`src/rtl/twiddle_mult_arbiter.sv`:
```
// Round-robin arbiter that shares one two-stage 8+8-bit complex multiplier among
// N_REQ requesters; results leave in grant order, tagged with the requester index.
module twiddle_mult_arbiter #(
  parameter int N_REQ = 4,
  parameter int ID_W  = 2
) (
  input  logic                  clk,
  input  logic                  rst_n,
  input  logic [N_REQ-1:0]      req_valid,
  output logic [N_REQ-1:0]      req_ready,
  input  logic [16*N_REQ-1:0]   req_a,
  input  logic [16*N_REQ-1:0]   req_b,
  output logic                  out_valid,
  input  logic                  out_ready,
  output logic [15:0]           out_prod,
  output logic [ID_W-1:0]       out_id,
  output logic                  busy
);

  // Handshakes: a transfer happens on a rising edge where valid && ready are both high.
  // req_valid must not depend on req_ready; the whole pipe moves only when advance is high.

  localparam logic [ID_W:0]   N_REQ_W = (ID_W+1)'(N_REQ);
  localparam logic [ID_W-1:0] LAST_ID = ID_W'(N_REQ - 1);

  logic              s1_valid_q, s2_valid_q;
  logic [15:0]       s1_a_q, s1_b_q, s2_prod_q;
  logic [ID_W-1:0]   s1_id_q, s2_id_q;
  logic [ID_W-1:0]   ptr_q, ptr_d;

  logic              advance, grant, found;
  logic [ID_W-1:0]   win_id;
  logic [ID_W:0]     cand;
  logic [15:0]       a_arr [N_REQ];
  logic [15:0]       b_arr [N_REQ];

  assign advance = !s2_valid_q || out_ready;
  assign grant   = advance && found;

  always_comb begin
    for (int i = 0; i < N_REQ; i++) begin
      a_arr[i] = req_a[16*i +: 16];
      b_arr[i] = req_b[16*i +: 16];
    end
  end

  // Search ptr, ptr+1, ... modulo N_REQ; the first valid requester wins.
  always_comb begin
    found  = 1'b0;
    win_id = '0;
    cand   = '0;
    for (int k = 0; k < N_REQ; k++) begin
      cand = {1'b0, ptr_q} + (ID_W+1)'(k);
      if (cand >= N_REQ_W) cand = cand - N_REQ_W;
      if (!found && req_valid[cand[ID_W-1:0]]) begin
        found  = 1'b1;
        win_id = cand[ID_W-1:0];
      end
    end
  end

  always_comb begin
    ptr_d = ptr_q;
    if (grant) ptr_d = (win_id == LAST_ID) ? '0 : win_id + ID_W'(1);
  end

  always_comb begin
    req_ready = '0;
    if (rst_n && grant) req_ready[win_id] = 1'b1;
  end

  logic signed [7:0]  ar, ai, br, bi;
  logic signed [15:0] rr, ii, ri, ir, re16, im16;
  logic        [15:0] prod;

  assign ar = s1_a_q[15:8];
  assign ai = s1_a_q[7:0];
  assign br = s1_b_q[15:8];
  assign bi = s1_b_q[7:0];

  assign rr = 16'(ar) * 16'(br);
  assign ii = 16'(ai) * 16'(bi);
  assign ri = 16'(ar) * 16'(bi);
  assign ir = 16'(ai) * 16'(br);

  // Sums kept to 16 bits: bit 16 is dropped so overflow wraps without saturation.
  assign re16 = rr - ii;
  assign im16 = ri + ir;
  assign prod = {8'(re16 >>> 8), 8'(im16 >>> 8)};

  always_ff @(posedge clk or negedge rst_n) begin
    if (!rst_n) begin
      s1_valid_q <= 1'b0;
      s1_a_q     <= '0;
      s1_b_q     <= '0;
      s1_id_q    <= '0;
      s2_valid_q <= 1'b0;
      s2_prod_q  <= '0;
      s2_id_q    <= '0;
      ptr_q      <= '0;
    end else if (advance) begin
      s1_valid_q <= grant;
      if (grant) begin
        s1_a_q  <= a_arr[win_id];
        s1_b_q  <= b_arr[win_id];
        s1_id_q <= win_id;
      end
      s2_valid_q <= s1_valid_q;
      if (s1_valid_q) begin
        s2_prod_q <= prod;
        s2_id_q   <= s1_id_q;
      end
      ptr_q <= ptr_d;
    end
  end

  assign out_valid = s2_valid_q;
  assign out_prod  = s2_prod_q;
  assign out_id    = s2_id_q;
  assign busy      = s1_valid_q || s2_valid_q;

endmodule
```
`config.mk`:
```
export PLATFORM = sky130hd
export DESIGN_NAME = twiddle_mult_arbiter
export DESIGN_NICKNAME = d
export VERILOG_FILES = /design/src/rtl/twiddle_mult_arbiter.sv
export SDC_FILE = /design/constraint.sdc
export NUM_CORES = 1
export LEC_CHECK = 0
export ABC_AREA = 0
export CAP_MARGIN = 20
export CORE_MARGIN = 10
export CORE_UTILIZATION = 24
export CTS_CLUSTER_SIZE = 25
export DETAILED_ROUTE_END_ITERATION = 16
export GPL_TIMING_DRIVEN = 0
export SLEW_MARGIN = 20
export SYNTH_ARGS = -nofsm -noshare
export SYNTH_HDL_FRONTEND = slang
export SYNTH_SLANG_ARGS = --single-unit
```
`constraint.sdc`:
```
create_clock -name clk -period 10.5 [get_ports clk]
set_clock_uncertainty 0.2 [all_clocks]
set_input_delay 1.05 -clock clk [delete_from_list [all_inputs] [get_ports clk]]
set_output_delay 1.05 -clock clk [all_outputs]
set_load 0.01 [all_outputs]
```
==> metrics.md, run 1 <==
| Metric | Value |
|---|---|
| Slew of the pin with the lowest slew margin | `0.941 ns` |
| CP Depth | `19` |
| Area grow syn2layout | `20.4%` |
| Via count | `10,100` |
| CTS Buf Count | `5` |
| Fin crit share | `64.3%` |
| Crit end category | `register` |
| Clock buffer depth | `2` |
| CP max-delay cell | `fa_1` |
| Worst Hold Depth | `2` |
| Async S/R FF share, synth | `100%` |
| CTS resizes | `0` |
| Post-synthesis xor/xnor area fraction | `3.09%` |
| Post-synthesis sequential area ratio | `10.5%` |
| Final slew viol count | `0` |
| Layout cells sized above 1 | `4.48%` |
| Routed WL | `38,900 um` |
| Adder-cell share of the synthesized area | `49.4%` |
| I/O pin count | `159` |
| CP delay by family, top | `adder cells` |
| Hold WC Path Type | `reg2reg` |
| Peak Freq | `148 MHz` |
| DRC | `0` |
| CP max stage delay | `0.79 ns` |
| Worst setup SP type | `register` |
| Drt via density | `4.29` |
| Die Y | `256 um` |
| Placer Congestion | `0.887` |
| Avg Cell Area, Syn | `9.25 sq um` |
| Setup Crit Path Kind | `reg2reg` |
| Multiplexer share of the synthesized area | `5.35%` |
| Top cells by count, synth | `340 x inv_1, 262 x fa_1, 176 x nand2_1` |
| Compound-Gate Fraction of Synth Area | `5.76%` |
| RSZ-0062 raised after global routing | `no` |
| Hold_buf cts | `0` |
| Crit-path most repeated cell | `fa_1` |
| Setup TNS | `0 ns` |
| Area of the multi-input gates | `10,300 sq um` |
| Setup Buffers After CTS | `0` |
| Number of buffers added on ports | `158` |
| DP HPWL | `32,500 um` |
| Largest family of logic cells by synthesized area | `adder cells` |
| Buffers & Inverters on Critical Path | `4` |
| Simple-gate share of the synthesized area | `14.1%` |
| Worst path required time | `10.49 ns` |
| Register area | `1400 sq um` |
| Ant diodes | `0` |
| CORE AREA | `55,000 sq um` |
| Reg clk slew, reported paths | `0.08 ns` |
| Syn nets | `1,942` |
| Synth top area share | `39.4%` |
| Post-synthesis cell area | `13,300 sq um` |
| Global-route wire length before repair | `63,000 um` |
| H-Tree Depth | `2` |
| Top-count cell post-synth | `inv_1` |
| Ranking of synthesized cells by area | `fa_1 39%, dfrtp_1 11%, ha_1 10%, inv_1 9.6%, and2_1 6.5%` |
| Die area | `65,300 sq um` |
| Final core occ | `29.1%` |
| Initial antenna violation count | `0` |
| Area leader, netlist | `fa_1` |
| Worst-skew pair later-pin latency | `0.32 ns` |
| CTS tree | `built` |
| WL/cell | `16.5 um` |
| DR iter-0 viols | `618` |
| Worst Reg-to-Reg Cells | `19` |
| Status | `finished clean` |
| Vias in the first global route | `11,400` |
| Root Driver | `clkbuf_16` |
| Yosys reg bits | `56` |
| Syn Inst Count | `1,439` |
| Largest net degree at the start of global routing | `53` |
| Initial Utilization | `24.2%` |
| TritonRoute pass-1 iters | `5` |
| Endpoints failing hold | `0` |
| YS warnings | `0` |
| Period minus WS final | `6.75 ns` |
| Layout filler cell count | `5,926` |
| Rows | `86` |
| Remaining antenna violation count after routing | `0` |
| Post-synth EDFFs | `0` |
| Max-slew headroom | `37.3%` |
| Nets | `2,108` |
| Main synth FF type | `dfrtp_1` |
| Final setup violation count | `0` |
| Total GRT Usage | `12.1%` |
| Arrival @ worst endpoint | `6.74 ns` |
| GRT overflow | `0` |
| Max-Cap Viols | `0` |
| CP Max Fanout | `10` |
| Die width | `256 um` |
| Critical-path cell list | `clkbuf_1 -> nand2_1 -> fa_1 -> inv_1 -> fa_1 -> fa_1 -> fa_1 -> fa_1 -> inv_1 -> fa_1 -> inv_1 -> ha_1 -> a21oi_1 -> nor2b_1 -> a41o_1 -> or3_4 -> o31ai_2 -> xnor2_1 -> o21ai_1` |
| Clk sinks | `56` |
| Yosys cell types | `49` |
==> kinds of logic after synthesis <==
family | count (synthesis)
DFF | 56
xor gates and xnor gates | 47
muxes | 66
buffers and inverters | 396
and+or+nand+nor | 380
AOI/OAI and AO/OA | 126
adders and majority gates | 368
==> registers in the layout, summed over array words and instances (netlist names) <==
| signal | cells |
|---|---|
| out_id | 2 |
| out_prod | 16 |
| out_valid | 1 |
| ptr_q | 2 |
| s1_a_q | 16 |
| s1_b_q | 16 |
| s1_id_q | 2 |
| s1_valid_q | 1 |
==> per-stage QoR <==
step / area, sq um / hold slack (ns) / setup WS [ns] / instances
detailed placement: 15900 / 0.271 / 3.82 / 2346
global route: 16000 / 0.301 / 3.50 / 2354
floorplan: 13300 / 0.242 / 4.68 / 1439
finish: 16000 / 0.289 / 3.75 / 2354
global placement: 15800 / 0.261 / 3.90 / 2345
CTS: 16000 / 0.291 / 3.81 / 2354
==> final cells by class <==
| type | instances | share of cell area [%] |
|---|---|---|
| buffer | 56 | 1.85 |
| clock inverter | 3 | 0.266 |
| inverter | 340 | 7.97 |
| sequential | 56 | 8.75 |
| tap | 748 | 5.84 |
| timing repair buffer | 159 | 10.0 |
| multi-input combinational | 987 | 64.5 |
| clock buffer | 5 | 0.781 |
==> worst min-delay path, cell delays in order (launching register included) <==
cell and delay, ns:
dfrtp_1 0.35, nand2_1 0.05, o21ai_0 0.06
==> placed cells by master (no fill, tap or decap), types with 4 or more instances in the layout <==
cell type        count
a21o_1               4
a21oi_1             10
and2_1             138
and3_1               5
buf_12               4
buf_2               11
clkbuf_1            38
clkbuf_16            5
clkdlybuf4s50_1    157
dfrtp_1             56
fa_1               262
ha_1               106
inv_1              340
mux2_2              28
mux2i_1             34
nand2_1            176
nand2b_1            15
nand3_1              9
nor2_1              25
o21ai_0             24
o21ai_1             60
o21ai_2              6
xnor2_1             39
xor2_1               8
==> routing by layer <==
metal,track usage [%],vias up,wire (um)
met1,14.6,5036,15800
met3,2.42,49,3060
met2,21.3,388,19000
met5,0,-,0
met4,3.75,0,1050
li1,-,4627,-
==> final timing paths <==
check,slack [ns],from,to
max in group asynchronous,9.23,rst_n,out_prod[11]$_DFFE_PN0P_
worst min-delay path,0.29,out_prod[2]$_DFFE_PN0P_,out_prod[2]$_DFFE_PN0P_
worst max-delay path,3.75,s1_a_q[15]$_DFFE_PN0P_,out_prod[7]$_DFFE_PN0P_
worst min register to register,0.29,out_prod[2]$_DFFE_PN0P_,out_prod[2]$_DFFE_PN0P_
worst max register to register,3.75,s1_a_q[15]$_DFFE_PN0P_,out_prod[7]$_DFFE_PN0P_
min in group asynchronous,0.35,rst_n,out_prod[1]$_DFFE_PN0P_
Power of run 1 is left out: the tool's default activity adds up to more than one toggle a clock period on the data nets, which glitch-free logic cannot reach.
==> inputs of run 2 (changes only) <==
Clock period 10.5 ns to 5.85 ns, I/O delays scaled along.
==> metrics.md, run 2 (synthesis gave the netlist of run 1 again) <==
| Metric | Value |
|---|---|
| Crit-path most repeated cell | `fa_1` |
| Final setup margin | `0.0542 ns` |
| CP max-delay cell | `fa_2` |
| WL/cell | `16.8 um` |
| Dpl cell area | `15,900 sq um` |
| I/O pin count | `159` |
| CTS Buf Count | `5` |
| Nets | `2,177` |
| R2R Setup Slk | `0.05 ns` |
| Slew of the pin with the lowest slew margin | `0.724 ns` |
| Total GRT Usage | `12.4%` |
| CP delay by family, top | `adder cells` |
| Period minus WS final | `5.80 ns` |
| Reg clk slew, reported paths | `0.08 ns` |
| Endpoints failing hold | `0` |
| Crit end category | `register` |
| Die Y | `256 um` |
| Initial Utilization | `24.2%` |
| Largest net degree at the start of global routing | `53` |
| Met3 routed WL | `3220 um` |
| CTS tree | `built` |
| Highest Signal Layer | `met4` |
| Met1 Wirelength | `16,400 um` |
| Routed WL | `40,800 um` |
| Max-slew headroom | `51.6%` |
| Fin crit share | `99.1%` |
| Area grow syn2layout | `28.8%` |
| Layout filler cell count | `5,814` |
| Critical-path cell list | `buf_6 -> and2_4 -> fa_1 -> inv_1 -> fa_2 -> inv_1 -> fa_1 -> fa_1 -> fa_1 -> inv_1 -> fa_1 -> inv_2 -> ha_4 -> a21oi_4 -> o21ai_2 -> a41o_1 -> or3_4 -> o31ai_4 -> xnor2_1 -> o21ai_1` |
| CP Max Fanout | `4` |
| Most common cell after layout, fill and taps aside | `inv_1` |
| Buffers & Inverters on Critical Path | `5` |
| TritonRoute pass-1 iters | `6` |
| Root Driver | `clkbuf_16` |
| Final slew viol count | `0` |
| H-Tree Depth | `2` |
| Rows | `86` |
| Hold WS | `0.287 ns` |
| Placer Congestion | `0.887` |
| Hold WC Path Type | `reg2reg` |
| Global-route wire length before repair | `64,300 um` |
| Die area | `65,300 sq um` |
| DRC | `0` |
| DP HPWL | `32,500 um` |
| DP Worst Slack | `-0.826 ns` |
| Vias in the first global route | `11,600` |
| RSZ-0062 raised after global routing | `yes` |
| Max-Cap Viols | `0` |
| Commonest cells after routing, fill and taps aside | `330 x inv_1, 255 x fa_1, 172 x nand2_1` |
| Number of buffers added on ports | `158` |
| DR iter-0 viols | `571` |
| CP max stage delay | `0.55 ns` |
| Clk sinks | `56` |
| Final instance area | `17,100 sq um` |
| Clock buffer depth | `2` |
| Initial antenna violation count | `0` |
| Via count | `10,500` |
| Worst path required time | `5.84 ns` |
| Status | `finished clean` |
| Remaining antenna violation count after routing | `0` |
| Drt via density | `4.32` |
| Setup TNS | `0 ns` |
| GRT overflow | `0` |
| Die width | `256 um` |
| DR WL met2 | `19,900 um` |
| Worst setup SP type | `register` |
| Layout cells sized above 1 | `14.9%` |
| Peak Freq | `173 MHz` |
| Arrival @ worst endpoint | `5.79 ns` |
| Setup Crit Path Kind | `reg2reg` |
| CORE AREA | `55,000 sq um` |
| Worst-skew pair later-pin latency | `0.32 ns` |
| Final setup violation count | `0` |
[run 2: changes by cell type in the layout (fill, tap and decap cells not counted), moves of 6 or more]
cell	change
buf_4	+65
buf_6	+10
clkbuf_1	-31
clkbuf_4	+6
clkbuf_8	+8
dfrtp_1	-32
dfrtp_2	+32
fa_1	-7
fa_2	+7
ha_1	-11
ha_4	+8
inv_1	-10
inv_2	+7
[run 2: cell type report]
class / instances / area (sq um) / share of cell area, %
clock inverter: 3 / 42.5 / 0.248
tap: 748 / 936 / 5.46
buffer: 55 / 534 / 3.12
clock buffer: 5 / 125 / 0.730
multi-input combinational: 987 / 10600 / 61.6
timing repair buffer: 229 / 2210 / 12.9
sequential: 56 / 1440 / 8.41
inverter: 340 / 1280 / 7.50
antenna: 1 / 2.50 / 0.0146
[run 2: per-stage QoR]
stage	util (%)	cells
floorplan	-	1439
global placement	28.8	2345
detailed placement	28.8	2346
CTS	30.3	2382
global route	31.2	2423
finish	31.2	2424
[run 2: final timing paths]
check	to	cells after the start	start
min in group asynchronous	out_prod[1]$_DFFE_PN0P_	2	rst_n
hold reg to reg	out_prod[14]$_DFFE_PN0P_	2	out_prod[14]$_DFFE_PN0P_
setup reg to reg	out_prod[7]$_DFFE_PN0P_	20	s1_a_q[13]$_DFFE_PN0P_
max in group asynchronous	s1_a_q[13]$_DFFE_PN0P_	3	rst_n
setup / recovery	out_prod[7]$_DFFE_PN0P_	20	s1_a_q[13]$_DFFE_PN0P_
hold / removal	out_prod[14]$_DFFE_PN0P_	2	out_prod[14]$_DFFE_PN0P_
[run 2: routing by layer]
metal / global-route usage (%) / vias up
met3: 2.75 / 59
met1: 14.8 / 5227
met4: 4.43 / 0
met5: 0 / -
li1: - / 4762
met2: 21.4 / 417
[run 2: repair_timing]
item                                    in CTS  in global routing
pin swaps                                    5                 20
cloned                                       0                  2
hold buffers                                 1                  0
buffers inserted                            28                 39
gates resized for setup                    127                 69
endpoints found under the setup margin      16                 12
hold endpoints to repair                     8                  0
[run 2: worst min-delay path: cells and delay by family (launching register included)]
kind / cells / cell delay, ns
DFF: 1 / 0.35
AOI/OAI and AO/OA: 1 / 0.06
and+or+nand+nor: 1 / 0.05
Power of run 2 is left out for the same reason.
==> inputs of run 3 (changes only) <==
Settings changed: CTS_BUF_LIST from default to sky130_fd_sc_hd__clkbuf_4 sky130_fd_sc_hd__clkbuf_8.
==> metrics.md, run 3 (synthesis gave the netlist of run 1 again) <==
| Metric | Value |
|---|---|
| Final setup margin | `0.0230 ns` |
| Setup TNS | `0 ns` |
| Initial antenna violation count | `0` |
| Period minus WS final | `5.83 ns` |
| CORE AREA | `55,000 sq um` |
| WL/cell | `16.8 um` |
| Worst setup SP type | `register` |
| DP HPWL | `32,500 um` |
| Number of buffers added on ports | `158` |
| Buffers & Inverters on Critical Path | `3` |
| Arrival @ worst endpoint | `5.86 ns` |
| CP max-delay cell | `fa_1` |
| Max-Cap Viols | `0` |
| Endpoints failing hold | `0` |
| Via count | `10,400` |
| Final setup violation count | `0` |
| Nets | `2,155` |
| Met2 usage | `21.4%` |
| Peak Freq | `172 MHz` |
| Setup Crit Path Kind | `reg2reg` |
| Most common cell after layout, fill and taps aside | `inv_1` |
| Placer Congestion | `0.887` |
| Worst path required time | `5.89 ns` |
| Total GRT Usage | `12.4%` |
| CP Max Fanout | `7` |
| Largest net degree at the start of global routing | `53` |
| Clock buffer depth | `2` |
| Slew of the pin with the lowest slew margin | `0.738 ns` |
| Remaining antenna violation count after routing | `0` |
| M3 GR Usage | `2.64%` |
| CP max stage delay | `0.54 ns` |
| Hold WC Path Type | `reg2reg` |
| Root Driver | `clkbuf_8` |
| Area grow syn2layout | `26.4%` |
| Max-slew headroom | `50.7%` |
| Die Y | `256 um` |
| CTS tree | `built` |
| Die area | `65,300 sq um` |
| Crit-path most repeated cell | `fa_1` |
| CP startpoint | `s1_b_q[10]$_DFFE_PN0P_` |
| DRC | `0` |
| Layout filler cell count | `5,856` |
| Clk sinks | `56` |
| RSZ-0062 raised after global routing | `yes` |
| Final slew viol count | `0` |
| Global-route wire length before repair | `64,600 um` |
| Hold Startpoint | `out_prod[4]$_DFFE_PN0P_` |
| Crit end category | `register` |
| R2R Path Start | `s1_b_q[10]$_DFFE_PN0P_` |
| Vias in the first global route | `11,700` |
| TritonRoute pass-1 iters | `5` |
| Busiest layer in global routing | `met2` |
| CP delay by family, top | `adder cells` |
| Ant diodes | `0` |
| Rows | `86` |
| CTS Buf Count | `5` |
| Fin crit share | `99.6%` |
| Worst-skew pair later-pin latency | `0.36 ns` |
| Routed WL | `40,400 um` |
| Layout cells sized above 1 | `13.2%` |
| H-Tree Depth | `2` |
| Reg clk slew, reported paths | `0.13 ns` |
| I/O pin count | `159` |
| Commonest cells after routing, fill and taps aside | `332 x inv_1, 258 x fa_1, 171 x nand2_1` |
| Status | `finished clean` |
| Die width | `256 um` |
| DR iter-0 viols | `534` |
| Hold WS | `0.295 ns` |
| GRT overflow | `0` |
| Initial Utilization | `24.2%` |
| Drt via density | `4.33` |
| Met1 Use GR | `14.9%` |
| DP Worst Slack | `-0.826 ns` |
| Critical-path cell list | `buf_6 -> and2_1 -> fa_1 -> inv_1 -> fa_1 -> inv_1 -> fa_1 -> fa_1 -> fa_1 -> fa_1 -> ha_4 -> a21oi_4 -> o21ai_1 -> a41o_1 -> or3_4 -> o31ai_4 -> xnor2_1 -> o21ai_1` |
==> run 3: cell count changes in the layout (fill, tap and decap cells not counted), moves of 2 or more <==
cell / delta
buf_4: -24
clkbuf_4: +9
buf_6: -5
clkbuf_16: -5
clkbuf_8: +3
fa_1: +3
fa_2: -3
nand2_2: +3
inv_1: +2
==> run 3: final timing paths <==
kind                                                 to  slack, ns  depth (start not counted)
worst max-delay path            out_prod[7]$_DFFE_PN0P_       0.02                         18
worst min-delay path            out_prod[4]$_DFFE_PN0P_       0.29                          2
worst max register to register  out_prod[7]$_DFFE_PN0P_       0.02                         18
worst min register to register  out_prod[4]$_DFFE_PN0P_       0.29                          2
max in group asynchronous        s1_a_q[12]$_DFFE_PN0P_       4.48                          3
min in group asynchronous       out_prod[1]$_DFFE_PN0P_       0.43                          2
==> run 3: area by class of cell <==
cell class	count	area [sq um]	area share [%]
sequential	56	1440	8.56
tap	748	936	5.56
inverter	340	1280	7.62
multi-input combinational	987	10500	62.5
timing repair buffer	207	2020	12.0
buffer	55	520	3.09
clock buffer	5	68.8	0.409
clock inverter	3	42.5	0.253
==> run 3: tightest hold or removal path, stage by stage, from the launching register on <==
cell     delay [ns]
dfrtp_1        0.37
nand2_1        0.05
o41ai_1        0.05
==> run 3: routing by layer <==
layer	share of wire (%)	up-vias
met5	0	-
met4	3.4	0
met2	48	436
met1	40	5168
li1	-	4725
met3	8.2	64
==> run 3: per-stage QoR <==
| step | std cells | cell area (sq um) | util, % |
|---|---|---|---|
| 2_1_floorplan | 1439 | 13300 | - |
| 4_1_cts | 2386 | 16600 | 30.2 |
| 3_3_place_gp | 2345 | 15800 | 28.8 |
| 3_5_place_dp | 2346 | 15900 | 28.8 |
| 5_1_grt | 2401 | 16800 | 30.6 |
| 6_report | 2401 | 16800 | 30.6 |
==> run 3: repair_timing <==
item	CTS	global route
gates resized for setup	127	41
setup endpoints to repair	16	13
gates cloned	0	1
endpoints found under the hold margin	8	0
hold buffers	1	0
pin swaps	5	12
buffers inserted	32	14
Power of run 3 is left out for the same reason.
